`src/rtl/switch_port_rx_if.sv`:
```
// Byte-stream bus from a switch output port plus the FIFO read side and
// the decoded header and status outputs of switch_port_rx.
interface switch_port_rx_if;
  logic        valid_op;
  logic [7:0]  data_op;
  logic        suspend_ip;
  logic        rd_en;
  logic [7:0]  rd_data;
  logic        rd_empty;
  logic        hdr_valid;
  logic [3:0]  hdr_source;
  logic [3:0]  hdr_target;
  logic [7:0]  hdr_len;
  logic [1:0]  hdr_ptype;
  logic        pkt_done;
  logic [3:0]  pkt_err;
  logic [15:0] pkt_count;
  logic [15:0] err_count;

  modport slave (
    input  valid_op, data_op, rd_en,
    output suspend_ip, rd_data, rd_empty, hdr_valid, hdr_source, hdr_target,
           hdr_len, hdr_ptype, pkt_done, pkt_err, pkt_count, err_count
  );

  modport master (
    output valid_op, data_op, rd_en,
    input  suspend_ip, rd_data, rd_empty, hdr_valid, hdr_source, hdr_target,
           hdr_len, hdr_ptype, pkt_done, pkt_err, pkt_count, err_count
  );
endinterface

```
`src/rtl/switch_port_rx.sv`:
```
// Receive side of a switch port: parses {target,source},length,payload packets,
// buffers the payload in a show-ahead FIFO and reports header fields and errors.
module switch_port_rx #(
  parameter int DEPTH = 16
) (
  input logic             clk,
  input logic             reset,
  switch_port_rx_if.slave bus
);

  localparam int AW = $clog2(DEPTH);
  localparam int CW = AW + 1;

  typedef enum logic [1:0] {
    S_IDLE,
    S_LEN,
    S_PAYLOAD
  } state_t;

  state_t          state_q, state_d;
  logic [3:0]      tgt_q, tgt_d;
  logic [3:0]      src_q, src_d;
  logic [7:0]      remain_q, remain_d;
  logic [2:0]      hdr_err_q, hdr_err_d;
  logic            ovf_q, ovf_d;

  logic [7:0]      mem [DEPTH];
  logic [AW-1:0]   wr_ptr_q, wr_ptr_d;
  logic [AW-1:0]   rd_ptr_q, rd_ptr_d;
  logic [CW-1:0]   count_q, count_d;
  logic            suspend_q, suspend_d;

  logic            hdr_valid_q, hdr_valid_d;
  logic [3:0]      hdr_source_q, hdr_source_d;
  logic [3:0]      hdr_target_q, hdr_target_d;
  logic [7:0]      hdr_len_q, hdr_len_d;
  logic [1:0]      hdr_ptype_q, hdr_ptype_d;
  logic            pkt_done_q, pkt_done_d;
  logic [3:0]      pkt_err_q, pkt_err_d;
  logic [15:0]     pkt_count_q, pkt_count_d;
  logic [15:0]     err_count_q, err_count_d;

  logic            pop, push, drop, full, pay_wr;

  function automatic logic [2:0] popcount4(input logic [3:0] v);
    return 3'(v[0]) + 3'(v[1]) + 3'(v[2]) + 3'(v[3]);
  endfunction

  function automatic logic [15:0] sat_inc16(input logic [15:0] v);
    return (v == 16'hFFFF) ? v : v + 16'd1;
  endfunction

  function automatic logic [1:0] classify(input logic [3:0] tgt);
    if (tgt == 4'hF)               return 2'b10;
    else if (popcount4(tgt) == 3'd1) return 2'b00;
    else                           return 2'b01;
  endfunction

  // Bits [2:0] of pkt_err; the overflow bit is accumulated during the payload.
  function automatic logic [2:0] header_err(input logic [3:0] src,
                                            input logic [3:0] tgt,
                                            input logic [7:0] len);
    logic [2:0] e;
    e[0] = (popcount4(src) != 3'd1);
    e[1] = (tgt == 4'h0) || ((tgt != 4'hF) && ((src & tgt) != 4'h0));
    e[2] = (len == 8'd0);
    return e;
  endfunction

  always_comb begin
    state_d      = state_q;
    tgt_d        = tgt_q;
    src_d        = src_q;
    remain_d     = remain_q;
    hdr_err_d    = hdr_err_q;
    ovf_d        = ovf_q;
    hdr_valid_d  = 1'b0;
    hdr_source_d = hdr_source_q;
    hdr_target_d = hdr_target_q;
    hdr_len_d    = hdr_len_q;
    hdr_ptype_d  = hdr_ptype_q;
    pkt_done_d   = 1'b0;
    pkt_err_d    = 4'h0;
    pkt_count_d  = pkt_count_q;
    err_count_d  = err_count_q;

    // A full FIFO still accepts a write when a pop frees a slot in the same cycle.
    full   = (count_q == CW'(DEPTH));
    pop    = bus.rd_en && (count_q != '0);
    pay_wr = (state_q == S_PAYLOAD) && bus.valid_op;
    push   = pay_wr && (!full || pop);
    drop   = pay_wr && full && !pop;

    unique case (state_q)
      S_IDLE: begin
        if (bus.valid_op) begin
          tgt_d   = bus.data_op[7:4];
          src_d   = bus.data_op[3:0];
          state_d = S_LEN;
        end
      end
      S_LEN: begin
        if (bus.valid_op) begin
          hdr_valid_d  = 1'b1;
          hdr_source_d = src_q;
          hdr_target_d = tgt_q;
          hdr_len_d    = bus.data_op;
          hdr_ptype_d  = classify(tgt_q);
          hdr_err_d    = header_err(src_q, tgt_q, bus.data_op);
          ovf_d        = 1'b0;
          remain_d     = bus.data_op;
          if (bus.data_op == 8'd0) begin
            pkt_done_d = 1'b1;
            pkt_err_d  = {1'b0, header_err(src_q, tgt_q, bus.data_op)};
            state_d    = S_IDLE;
          end else begin
            state_d    = S_PAYLOAD;
          end
        end
      end
      S_PAYLOAD: begin
        if (bus.valid_op) begin
          remain_d = remain_q - 8'd1;
          ovf_d    = ovf_q | drop;
          if (remain_q == 8'd1) begin
            pkt_done_d = 1'b1;
            pkt_err_d  = {ovf_q | drop, hdr_err_q};
            state_d    = S_IDLE;
          end
        end
      end
      default: state_d = S_IDLE;
    endcase

    if (pkt_done_d) begin
      pkt_count_d = sat_inc16(pkt_count_q);
      if (pkt_err_d != 4'h0) err_count_d = sat_inc16(err_count_q);
    end

    wr_ptr_d  = push ? wr_ptr_q + AW'(1) : wr_ptr_q;
    rd_ptr_d  = pop  ? rd_ptr_q + AW'(1) : rd_ptr_q;
    count_d   = count_q + CW'(push) - CW'(pop);
    // Two slots of headroom cover the sender's one-cycle reaction to suspend.
    suspend_d = (count_d >= CW'(DEPTH - 2));
  end

  always_ff @(posedge clk or posedge reset) begin
    if (reset) begin
      state_q      <= S_IDLE;
      tgt_q        <= '0;
      src_q        <= '0;
      remain_q     <= '0;
      hdr_err_q    <= '0;
      ovf_q        <= 1'b0;
      wr_ptr_q     <= '0;
      rd_ptr_q     <= '0;
      count_q      <= '0;
      suspend_q    <= 1'b0;
      hdr_valid_q  <= 1'b0;
      hdr_source_q <= '0;
      hdr_target_q <= '0;
      hdr_len_q    <= '0;
      hdr_ptype_q  <= '0;
      pkt_done_q   <= 1'b0;
      pkt_err_q    <= '0;
      pkt_count_q  <= '0;
      err_count_q  <= '0;
    end else begin
      state_q      <= state_d;
      tgt_q        <= tgt_d;
      src_q        <= src_d;
      remain_q     <= remain_d;
      hdr_err_q    <= hdr_err_d;
      ovf_q        <= ovf_d;
      wr_ptr_q     <= wr_ptr_d;
      rd_ptr_q     <= rd_ptr_d;
      count_q      <= count_d;
      suspend_q    <= suspend_d;
      hdr_valid_q  <= hdr_valid_d;
      hdr_source_q <= hdr_source_d;
      hdr_target_q <= hdr_target_d;
      hdr_len_q    <= hdr_len_d;
      hdr_ptype_q  <= hdr_ptype_d;
      pkt_done_q   <= pkt_done_d;
      pkt_err_q    <= pkt_err_d;
      pkt_count_q  <= pkt_count_d;
      err_count_q  <= err_count_d;
    end
  end

  // Payload storage carries no reset; occupancy is tracked by the pointers.
  always_ff @(posedge clk) begin
    if (push) mem[wr_ptr_q] <= bus.data_op;
  end

  assign bus.rd_empty   = (count_q == '0);
  assign bus.rd_data    = (count_q == '0) ? 8'h00 : mem[rd_ptr_q];
  assign bus.suspend_ip = suspend_q;
  assign bus.hdr_valid  = hdr_valid_q;
  assign bus.hdr_source = hdr_source_q;
  assign bus.hdr_target = hdr_target_q;
  assign bus.hdr_len    = hdr_len_q;
  assign bus.hdr_ptype  = hdr_ptype_q;
  assign bus.pkt_done   = pkt_done_q;
  assign bus.pkt_err    = pkt_err_q;
  assign bus.pkt_count  = pkt_count_q;
  assign bus.err_count  = err_count_q;

endmodule

```
`src/flat_wrapper.sv`:
```
// flat-port wrapper written by rule: the top's interface ports become plain ports
module switch_port_rx_flat 
#(
  parameter int DEPTH = 16
)
  (clk, reset, bus_valid_op, bus_data_op, bus_rd_en, bus_suspend_ip, bus_rd_data, bus_rd_empty, bus_hdr_valid, bus_hdr_source, bus_hdr_target, bus_hdr_len, bus_hdr_ptype, bus_pkt_done, bus_pkt_err, bus_pkt_count, bus_err_count);
  switch_port_rx_if bus_i ();
  input logic clk;
  input logic reset;
  input wire logic [$bits(bus_i.valid_op)-1:0] bus_valid_op;
  input wire logic [$bits(bus_i.data_op)-1:0] bus_data_op;
  input wire logic [$bits(bus_i.rd_en)-1:0] bus_rd_en;
  output wire logic [$bits(bus_i.suspend_ip)-1:0] bus_suspend_ip;
  output wire logic [$bits(bus_i.rd_data)-1:0] bus_rd_data;
  output wire logic [$bits(bus_i.rd_empty)-1:0] bus_rd_empty;
  output wire logic [$bits(bus_i.hdr_valid)-1:0] bus_hdr_valid;
  output wire logic [$bits(bus_i.hdr_source)-1:0] bus_hdr_source;
  output wire logic [$bits(bus_i.hdr_target)-1:0] bus_hdr_target;
  output wire logic [$bits(bus_i.hdr_len)-1:0] bus_hdr_len;
  output wire logic [$bits(bus_i.hdr_ptype)-1:0] bus_hdr_ptype;
  output wire logic [$bits(bus_i.pkt_done)-1:0] bus_pkt_done;
  output wire logic [$bits(bus_i.pkt_err)-1:0] bus_pkt_err;
  output wire logic [$bits(bus_i.pkt_count)-1:0] bus_pkt_count;
  output wire logic [$bits(bus_i.err_count)-1:0] bus_err_count;
  assign bus_i.valid_op = bus_valid_op;
  assign bus_i.data_op = bus_data_op;
  assign bus_i.rd_en = bus_rd_en;
  assign bus_suspend_ip = bus_i.suspend_ip;
  assign bus_rd_data = bus_i.rd_data;
  assign bus_rd_empty = bus_i.rd_empty;
  assign bus_hdr_valid = bus_i.hdr_valid;
  assign bus_hdr_source = bus_i.hdr_source;
  assign bus_hdr_target = bus_i.hdr_target;
  assign bus_hdr_len = bus_i.hdr_len;
  assign bus_hdr_ptype = bus_i.hdr_ptype;
  assign bus_pkt_done = bus_i.pkt_done;
  assign bus_pkt_err = bus_i.pkt_err;
  assign bus_pkt_count = bus_i.pkt_count;
  assign bus_err_count = bus_i.err_count;
  switch_port_rx #(.DEPTH(DEPTH)) u_core (.clk(clk), .reset(reset), .bus(bus_i));
endmodule
```
`config.mk`:
```
export PLATFORM = sky130hd
export DESIGN_NAME = switch_port_rx_flat
export DESIGN_NICKNAME = d
export VERILOG_FILES = /design/src/rtl/switch_port_rx_if.sv /design/src/rtl/switch_port_rx.sv /design/src/flat_wrapper.sv
export SDC_FILE = /design/constraint.sdc
export NUM_CORES = 1
export LEC_CHECK = 0
export CORE_MARGIN = 4
export CORE_UTILIZATION = 42
export DETAILED_ROUTE_END_ITERATION = 6
export HOLD_SLACK_MARGIN = 0.1
export PLACE_DENSITY = 0.58
export SLEW_MARGIN = 10
export SYNTH_ARGS = -nofsm -noshare
export SYNTH_HDL_FRONTEND = slang
export SYNTH_SLANG_ARGS = --single-unit
```
`constraint.sdc`:
```
create_clock -name clk -period 3.84 [get_ports clk]
set_clock_uncertainty 0.05 [all_clocks]
set_input_delay 0.96 -clock clk [delete_from_list [all_inputs] [get_ports clk]]
set_output_delay 0.96 -clock clk [all_outputs]
set_load 0.05 [all_outputs]
```
# ---- After elaboration in Yosys (flattened, before gate mapping)
# Memory sizes are Yosys's and may differ from the RTL's.
# Index checks and enable logic that the tools add are counted.
dict set report totals {
  ff_bits 92
  latchBits 0
  ram_bits 128
  romBits 0
  inputBits 12
  output_inout_bits 66
  word_cells 105
  mem_count 1
}
dict set report classes {
  n_addsub 13
  n_mul 0
  div 0
  order_cmp 1
  n_eq_ne 14
  shift 0
  n_mux 29
  bitwise_logic 4
  reduce_logical 24
}
# name words word_bits rd rd_ports_with_merged_regs write_ports line_no
set memory_table {}
lappend memory_table {u_core.mem 16 8 1 0 1 switch_port_rx.sv:27} ;# logic [7:0] mem [DEPTH];
# op n
set ops {}
lappend ops {{$add A16 B1 Y16 const B} 2}
lappend ops {{$eq A16 B16 Y1 const B} 2}
lappend ops {{$mux W8} 3}
lappend ops {{$pmux W8 S2} 1}
lappend ops {{$add A3 B1 Y3} 4}
lappend ops {{$mux W2} 6}
lappend ops {{$mux W4} 3}
lappend ops {{$mux W1} 11}
lappend ops {{$add A4 B1 Y4 const B} 2}
lappend ops {{$eq A8 B1 Y1 const B} 1}
lappend ops {{$logic_not A8 Y1} 1}
lappend ops {{$ne A2 B2 Y1 const B} 4}
lappend ops {{$pmux W4 S2} 1}
lappend ops {{$reduce_bool A4 Y1} 2}
lappend ops {{$sub A8 B1 Y8 const B} 1}
lappend ops {{$logic_and A1 B1 Y1} 6}
lappend ops {{$pmux W2 S3} 1}
lappend ops {{$reduce_and A2 Y1} 3}
lappend ops {{$reduce_and A3 Y1} 2}
lappend ops {{$add A5 B1 Y5} 1}
lappend ops {{$eq A5 B5 Y1 const B} 1}
lappend ops {{$ge A5 B4 Y1 const B} 1}
lappend ops {{$logic_not A5 Y1} 1}
lappend ops {{$reduce_bool A5 Y1} 1}
lappend ops {{19 further kinds} 24}

# ---- Logic depth before layout (Yosys ltp)
# Gate-level depths: netlist of run 1.
dict set report logic_depth {
  ltp_word 10
  mapped_depth 15
  mapped_depth_nobuf 15
}

# ---- Worst setup path before layout of run 1
# Ideal clock, no wire load.
dict set report synth_path {
  path_kind {reg2reg}
  start {register u_core.count_q[3]}
  end {register u_core.suspend_q (netlist: u_core.bus.suspend_ip)}
  setup_time_ns 0.120
  t_arrival_ns 3.443
  t_required_ns 3.670
  setup_slack_ns 0.227
  path_stages_with_launch 14
  path_buffers 0
  period_less_slack_ns 3.613
  path_cell_list {dfrtp_1 -> inv_1 -> ha_1 -> or3b_2 -> nor2_1 -> nor2b_1 -> nand2_1 -> inv_1 -> fa_1 -> nand2b_1 -> a21oi_1 -> nor2_1 -> xnor2_1 -> a31o_2}
}
dict set report synth_via {
  elab_chain_cells 7
  elab_cells_between_ends 9
  cone_classes {add/sub (2); order compare (1); eq/ne (1); reduce/logical (5)}
}
# item line_no
set synth_lines {}
lappend synth_lines {{start, declared} switch_port_rx.sv:30} ;# logic [CW-1:0] count_q, count_d;
lappend synth_lines {{start signal, assigned} switch_port_rx.sv:177} ;# count_q <= count_d;
lappend synth_lines {{$eq A5 B5 Y1 / $reduce_bool A5 Y1 (equally long branches)} {switch_port_rx.sv:88, switch_port_rx.sv:89}}
lappend synth_lines {{$logic_not A1 Y1 / $logic_and A1 B1 Y1 (equally long branches)} {switch_port_rx.sv:91, switch_port_rx.sv:89}}
lappend synth_lines {{$logic_or A1 B1 Y1} switch_port_rx.sv:91} ;# push = pay_wr && (!full || pop);
lappend synth_lines {{$logic_and A1 B1 Y1} switch_port_rx.sv:91}
lappend synth_lines {{$add A5 B1 Y5} switch_port_rx.sv:142} ;# count_d = count_q + CW'(push) - CW'(pop);
lappend synth_lines {{$sub A5 B1 Y5 *} switch_port_rx.sv:142}
lappend synth_lines {{via u_core.count_d[4]} switch_port_rx.sv:30}
lappend synth_lines {{$ge A5 B4 Y1 *} switch_port_rx.sv:144} ;# suspend_d = (count_d >= CW'(DEPTH - 2));
lappend synth_lines {{via u_core.suspend_d} switch_port_rx.sv:31} ;# logic suspend_q, suspend_d;
lappend synth_lines {{end signal, assigned} switch_port_rx.sv:178} ;# suspend_q <= suspend_d;
lappend synth_lines {{end, declared} switch_port_rx.sv:31}
# Mark *: on every way through the listed nets, which the timed path passes. The rest lies on a longest branch.
# A chain may end at the register's enable or synchronous reset.

# ---- Worst setup path after layout of run 1
dict set report layout_path {
  start {register u_core.rd_ptr_q[0]}
  end {output port bus_rd_data[6]}
}
dict set report layout_via {
  elab_chain_cells 2
}
# item line_no
set layout_lines {}
lappend layout_lines {{start, declared} switch_port_rx.sv:29} ;# logic [AW-1:0] rd_ptr_q, rd_ptr_d;
lappend layout_lines {{start signal, assigned} switch_port_rx.sv:176} ;# rd_ptr_q <= rd_ptr_d;
lappend layout_lines {{$mem_v2 Z16 W8} --}
lappend layout_lines {{$mux W8} switch_port_rx.sv:197} ;# assign bus.rd_data = (count_q == '0) ? 8'h00 : mem[rd_ptr_q];
lappend layout_lines {{end, declared} flat_wrapper.sv:14} ;# output wire logic [$bits(bus_i.rd_data)-1:0] bus_rd_data;
# No other way between the ends.

==> run metrics, run 1 <==
slowest CP cell mux4_2; post-synth top area share between 40% and 50%; synth top area cells edfxtp_1, dfrtp_1, mux4_2; Final Non-Filler Cells 1026; critical path endpoint bus_rd_data[6]; Post-synth ARST share between 40% and 50%; Critical Path RT about 2.8 ns; delay of the slowest critical-path stage roughly 0.58 ns; CTS HTree Levels 1; CTS root buffer clkbuf_16; core area around 22000 µm²; Critical path origin u_core.rd_ptr_q[0]; worst min path class flop to flop; P_leak ~4.3 nW; synth-to-layout area growth 21.6%; Initial Utilization 42.9%; sequential share of power 37.6%; Cell Chain, Critical Path buf_12, mux4_2, mux4_2, nor2b_1, buf_4; yosys synthesis warning count 0; final setup vio count 0; flop and latch count out of synthesis 220; gpl congestion about 0.8; DRT Pass-1 Iters 5; Final Hold Vio Count 0; share of cells above drive strength 1 between 10% and 20%; Remaining Overflow, GRT 0; WL final ~21 mm; Final period util between 90% and 100%; Max VDD drop about 0.34 mV; via count approximately 5600; post_cts resized 0; DR DRC count 0; hold bufs inserted after CTS 0; leading area contributor after synthesis edfxtp_1; Worst Setup End Kind output pin; # Max-Cap Violations 0; Synth Instances a little over 600; Comb pwr share between 30% and 40%; clock network fraction of total power a little over a quarter; Switch Pwr ~3 mW; Syn Area/Cell 15.3 µm²; clock sink total 220; GRT Util Overall approximately 17%; DR vias/cell roughly 5.4; Die ar. around 25000 µm²; die width 158 µm; Top FF cell, synth edfxtp_1; NumNets Final about 770; status complete, no violations; synthesized cell area roughly 9400 µm²; switching share of total power between 30% and 40%; R2R cell count 16; Max Freq between 200 and 300 MHz; pwr dens about 740 nW/µm²; drt wl/cell just over 20 µm; Syn Nets 653; CP arrival approximately 2.7 ns; crit-path max FO 31; WS Path Type flop to output pin; largest net degree at the start of global routing 53; Antenna Diode Count 0; Post-synth EDFFs about 130; vias in the first global route approximately 5900; P_int 5.49 mW; fillers about 1800; postcts setup bufs 0; final worst path period need about 3.7 ns; input/output buffers 77; slew margin rel. a little over half; Num CTS Buffers 24; global-route wire length before repair between 30 and 40 mm; Ports about 80; DIE HEIGHT ~160 µm; fin. max-slew vios 0; dpl cells 982; RSZ-0062 raised after global routing false; largest buffer count on any clock path 3; post-DP HPWL 13.9 mm; antenna violations before repair 0; Post-Route Setup TNS 0 ns; Reg2Reg Setup Slack 0.82 ns; Iter 0 DRT Violations 420; Reg2Reg Capture Point u_core.bus.suspend_ip; CP startpoint kind flop; Seq/Total Area, Yosys approximately two thirds; Worst Max-Slew Pin Slew a little over 0.7 ns; crit-path most repeated cell mux4_2; clock latency on the worst-skew pair 0.51 ns; FF-to-FF Start u_core.count_q[3]; Synth cell types 54; row count between 50 and 60; CTS tree built; Final ANT Viol Nets 0; clock edge transition at the registers on the reported setup and hold paths 0.06 ns
## kinds of logic after synthesis
| group | share of synthesized area, % |
|---|---|
| xor+xnor | 3.72 |
| compound gates | 3.72 |
| fa+ha+maj | 3.56 |
| flops | 65.2 |
| mux | 12.5 |
| simple gates | 9.36 |
| buf+inv | 1.92 |
## cells in the final DEF, fill, tap and decap left out, drive strengths merged, types with 2 or more instances in the layout
cell	n
nor2b	10
a21o	2
nand4	25
and2	3
mux2	24
o22ai	4
bufinv	2
fa	3
buf	42
edfxtp	128
dfrtp	92
and3	14
mux4	40
o21ai	17
nor3	7
clkbuf	37
nor2	23
clkinv	5
or3b	2
o31ai	3
nand2b	4
clkdlybuf4s50	68
xnor2	39
o21a	2
a21oi	14
ha	22
inv	20
nand2	48
nor3b	3
a22oi	2
nor4	5
a32o	2
and4	5
nand3	14
## per-layer routing
layer  wire length [µm]  GRT usage (%)
met1               8950           23.2
met4                472           4.30
met2              10300           28.8
met5                  0              0
met3               1010           2.82
## how the worst min path moves through the flow
| stage | slack (ns) | start | cells after the start | endpoint |
|---|---|---|---|---|
| floorplan | 0.42 | u_core.hdr_err_q[2] | 2 | u_core.hdr_err_q[2] |
| global placement | 0.42 | u_core.bus.hdr_target[0] | 2 | u_core.bus.hdr_target[0] |
| detailed placement | 0.42 | u_core.bus.hdr_target[0] | 2 | u_core.bus.hdr_target[0] |
| CTS | 0.43 | u_core.bus.hdr_target[0] | 2 | u_core.bus.hdr_target[0] |
| global route | 0.46 | u_core.bus.hdr_target[1] | 2 | u_core.bus.hdr_target[1] |
| finish | 0.43 | u_core.bus.hdr_target[0] | 2 | u_core.bus.hdr_target[0] |
## power groups by stage
stage / registers (mW) / clock network (mW) / logic (mW)
CTS: 3.18 / 2.30 / 3.09
global placement: 3.20 / 0 / 3.01
global route: 3.24 / 2.39 / 3.31
finish: 3.18 / 2.24 / 3.04
floorplan: 3.43 / 0 / 1.95
detailed placement: 3.23 / 0 / 3.08
## registers in the layout (all words and copies together), names as in the netlist, 3 cells and up
name,flops
u_core.wr_ptr_q,4
u_core.hdr_err_q,3
u_core.mem,128
u_core.count_q,5
u_core.tgt_q,4
u_core.bus.err_count,16
u_core.bus.hdr_target,4
u_core.src_q,4
u_core.remain_q,8
u_core.bus.hdr_len,8
u_core.rd_ptr_q,4
u_core.bus.pkt_count,16
u_core.bus.hdr_source,4
u_core.bus.pkt_err,4
## synthesized netlist by cell type (2+ instances only)
| master | number |
|---|---|
| nand3_1 | 14 |
| or3b_2 | 2 |
| nand2_1 | 47 |
| nand2b_1 | 4 |
| nor2b_1 | 10 |
| buf_2 | 4 |
| fa_1 | 3 |
| a22oi_1 | 2 |
| a21oi_1 | 14 |
| nor3_1 | 7 |
| and3_1 | 14 |
| mux2_2 | 23 |
| and2_1 | 2 |
| buf_1 | 5 |
| and4_1 | 5 |
| dfrtp_1 | 92 |
| ha_1 | 22 |
| nor3b_1 | 3 |
| edfxtp_1 | 128 |
| xnor2_1 | 39 |
| nor2_1 | 23 |
| nand4_1 | 25 |
| o21a_1 | 2 |
| o31ai_1 | 3 |
| clkbuf_1 | 13 |
| inv_1 | 20 |
| mux4_2 | 40 |
| a21o_1 | 2 |
| o21ai_0 | 17 |
| o22ai_1 | 4 |
| nor4_1 | 4 |
## worst max-delay path, delay by kind of cell (launching register included)
family | cells | cell delay (ns)
flip-flops | 1 | 0.45
buffers and inverters | 2 | 0.48
multiplexers | 2 | 1.06
AND/OR/NAND/NOR | 1 | 0.15
## per-stage QoR
| step | util (%) | setup WS, ns | instance area, µm² | hold WS, ns | total power [mW] |
|---|---|---|---|---|---|
| after floorplan | - | 0.227 | 9430 | 0.418 | 5.37 |
| final | 52.2 | 0.162 | 11500 | 0.426 | 8.45 |
| after CTS | 52.2 | 0.104 | 11500 | 0.432 | 8.57 |
| after global placement | 48.7 | 0.393 | 10700 | 0.419 | 6.21 |
| after global routing | 52.2 | 0.0366 | 11500 | 0.459 | 8.94 |
| after detailed placement | 48.7 | 0.362 | 10700 | 0.419 | 6.31 |
## final cells by class
class | count | area, µm² | share of cell area (%)
clock buffers | 37 | 681 | 5.94
clock inverters | 7 | 85.1 | 0.742
inverters | 20 | 77.6 | 0.677
multi-input cells | 352 | 3100 | 27.0
flip-flops and latches | 220 | 6150 | 53.6
well taps | 280 | 350 | 3.06
repair buffers | 110 | 1020 | 8.91
Note: power is estimated with default switching activity, not from simulation.
==> run 2: changes to the inputs <==
- CORE_MARGIN: 4 -> not set
- CORE_UTILIZATION: 42 -> 55
- PLACE_DENSITY: 0.58 -> 0.73
- REMOVE_ABC_BUFFERS: not set -> 1
==> run metrics, run 2 (synthesis results as in run 1) <==
status complete, no violations; Reg2Reg Setup Slack a little under 0.8 ns; Final Non-Filler Cells approximately 970; DRT Pass-1 Iters 5; input/output buffers just under 80; DIE HEIGHT ~130 µm; Initial Utilization a little under three fifths; WL met2 between 10 and 15 mm; Worst Max-Slew Pin Slew 0.718 ns; CP startpoint kind flop; crit-path max FO 13; final setup vio count 0; Iter 0 DRT Violations 400; largest net degree at the start of global routing 93; DR vias/cell 5.90; Hold EP u_core.bus.hdr_ptype[0]; Largest Register u_core.mem; Largest register FFs roughly 130; postcts setup bufs 0; clock latency on the worst-skew pair between 0.5 and 0.6 ns; clock edge transition at the registers on the reported setup and hold paths roughly 0.060 ns; via count approximately 5700; Final Hold Vio Count 0; Ports approximately 80; most frequent cells in the layout edfxtp_1, dfrtp_1, clkdlybuf4s50_1, nand2_1, buf_4; GRT Util Overall 24.1%; share of cells above drive strength 1 ~20%; WP buf/inv 2; FF-to-FF Start u_core.count_q[2]; synth-to-layout area growth 20.7%; Critical Path RT around 2.8 ns; Max VDD drop 0.654 mV; CTS root buffer clkbuf_16; CP arrival roughly 2.7 ns; hold path cells 2; Antenna Diode Count 0; RSZ-0062 raised after global routing false; final worst path period need about 3.7 ns; gpl congestion 0.885; slowest CP cell dfrtp_4; Worst Setup End Kind output pin; delay of the slowest critical-path stage 0.60 ns; WS Path Type flop to output pin; hold bufs inserted after CTS 0; drt wl/cell ~21 µm; antenna violations before repair 0; core area between 15000 and 20000 µm²; setup ws final 0.140 ns; Remaining Overflow, GRT 0; most common cell after layout, fill and taps aside edfxtp_1; Final period util 96.3%; fin. max-slew vios 0; pwr dens 734 nW/µm²; clock sink total 220; met3 WL 1.07 mm; slew margin rel. between 50 and 60%; pre-CTS setup slack 0.324 ns; Die ar. between 15000 and 20000 µm²; CTS tree built; top layer in use met4; Met1 Wirelength approximately 8.3 mm; dpl cells between 900 and 1000; Final Core Density roughly two thirds; CTS HTree Levels 1; Final ANT Viol Nets 0; die width around 130 µm; R2R cell count 16; Worst path top cell family by delay multiplexers; worst min path class flop to flop; Max Freq approximately 270 MHz; Num CTS Buffers 24; Reg2Reg Capture Point u_core.bus.suspend_ip; P_leak 4.33 nW; crit-path most repeated cell mux4_2; global-route wire length before repair 32.5 mm; vias in the first global route approximately 6000; Cell Chain, Critical Path buf_12, mux4_2, mux4_2, nor2b_1, buf_4; # Max-Cap Violations 0; post-DP HPWL around 13 mm; hold path start u_core.bus.hdr_ptype[0]; row count between 40 and 50; NumNets Final roughly 770; DR DRC count 0; WL final 20.4 mm; largest buffer count on any clock path 3
-- run 2: layout make-up --
| class | instances | area (µm²) |
|---|---|---|
| multi-input combinational | 352 | 3100 |
| inverter | 20 | 76.3 |
| clock buffer | 32 | 641 |
| clock inverter | 12 | 71.3 |
| sequential | 220 | 6150 |
| timing repair buffer | 113 | 1070 |
| tap | 220 | 275 |
| fill | 1130 | 5260 |
-- run 2: timing repair --
action | CTS | global route
endpoints found under the setup margin | 0 | 7
endpoints found under the hold margin | 0 | 0
gates resized for setup | 0 | 1
-- run 2: tightest hold or removal path, delay by kind of cell, from the launching register on --
family / cells / cell delay, ns
AND/OR/NAND/NOR: 1 / 0.05
AO/OA/AOI/OAI: 1 / 0.06
flip-flops: 1 / 0.34
-- run 2: metrics by stage --
stage          power (mW)  instance area [µm²]  setup TNS, ns  hold slack [ns]
2_1_floorplan        5.34                 9320       -0.00678            0.418
3_3_place_gp         6.21                10700              0            0.412
3_5_place_dp         6.32                10700              0            0.425
4_1_cts              8.42                11400              0            0.439
5_1_grt              8.76                11400              0            0.475
6_report             8.35                11400              0            0.437
-- run 2: power by group --
part / total, mW / internal [mW] / switching (mW)
logic: 3.06 / 1.35 / 1.71
clock network: 2.09 / 1.18 / 0.909
registers: 3.21 / 2.83 / 0.378
-- run 2: how the worst max path moves through the flow --
stage / start / endpoint / slack (ns) / cells past startpoint
CTS: u_core.rd_ptr_q[0] / bus_rd_data[4] / 0.0003 / 5
floorplan: u_core.rd_ptr_q[0] / bus_rd_data[0] / -0.0008 / 3
global route: u_core.rd_ptr_q[0] / bus_rd_data[3] / 0.04 / 5
detailed placement: bus_rd_en / u_core.bus.suspend_ip / 0.32 / 12
finish: u_core.rd_ptr_q[0] / bus_rd_data[3] / 0.14 / 5
global placement: bus_rd_en / u_core.bus.suspend_ip / 0.42 / 12
-- run 2: routing by layer --
layer	global-route usage [%]	vias to the layer above
li1	-	2557
met1	31.6	2909
met2	41.0	200
met3	3.83	53
met4	8.68	0
met5	0	-
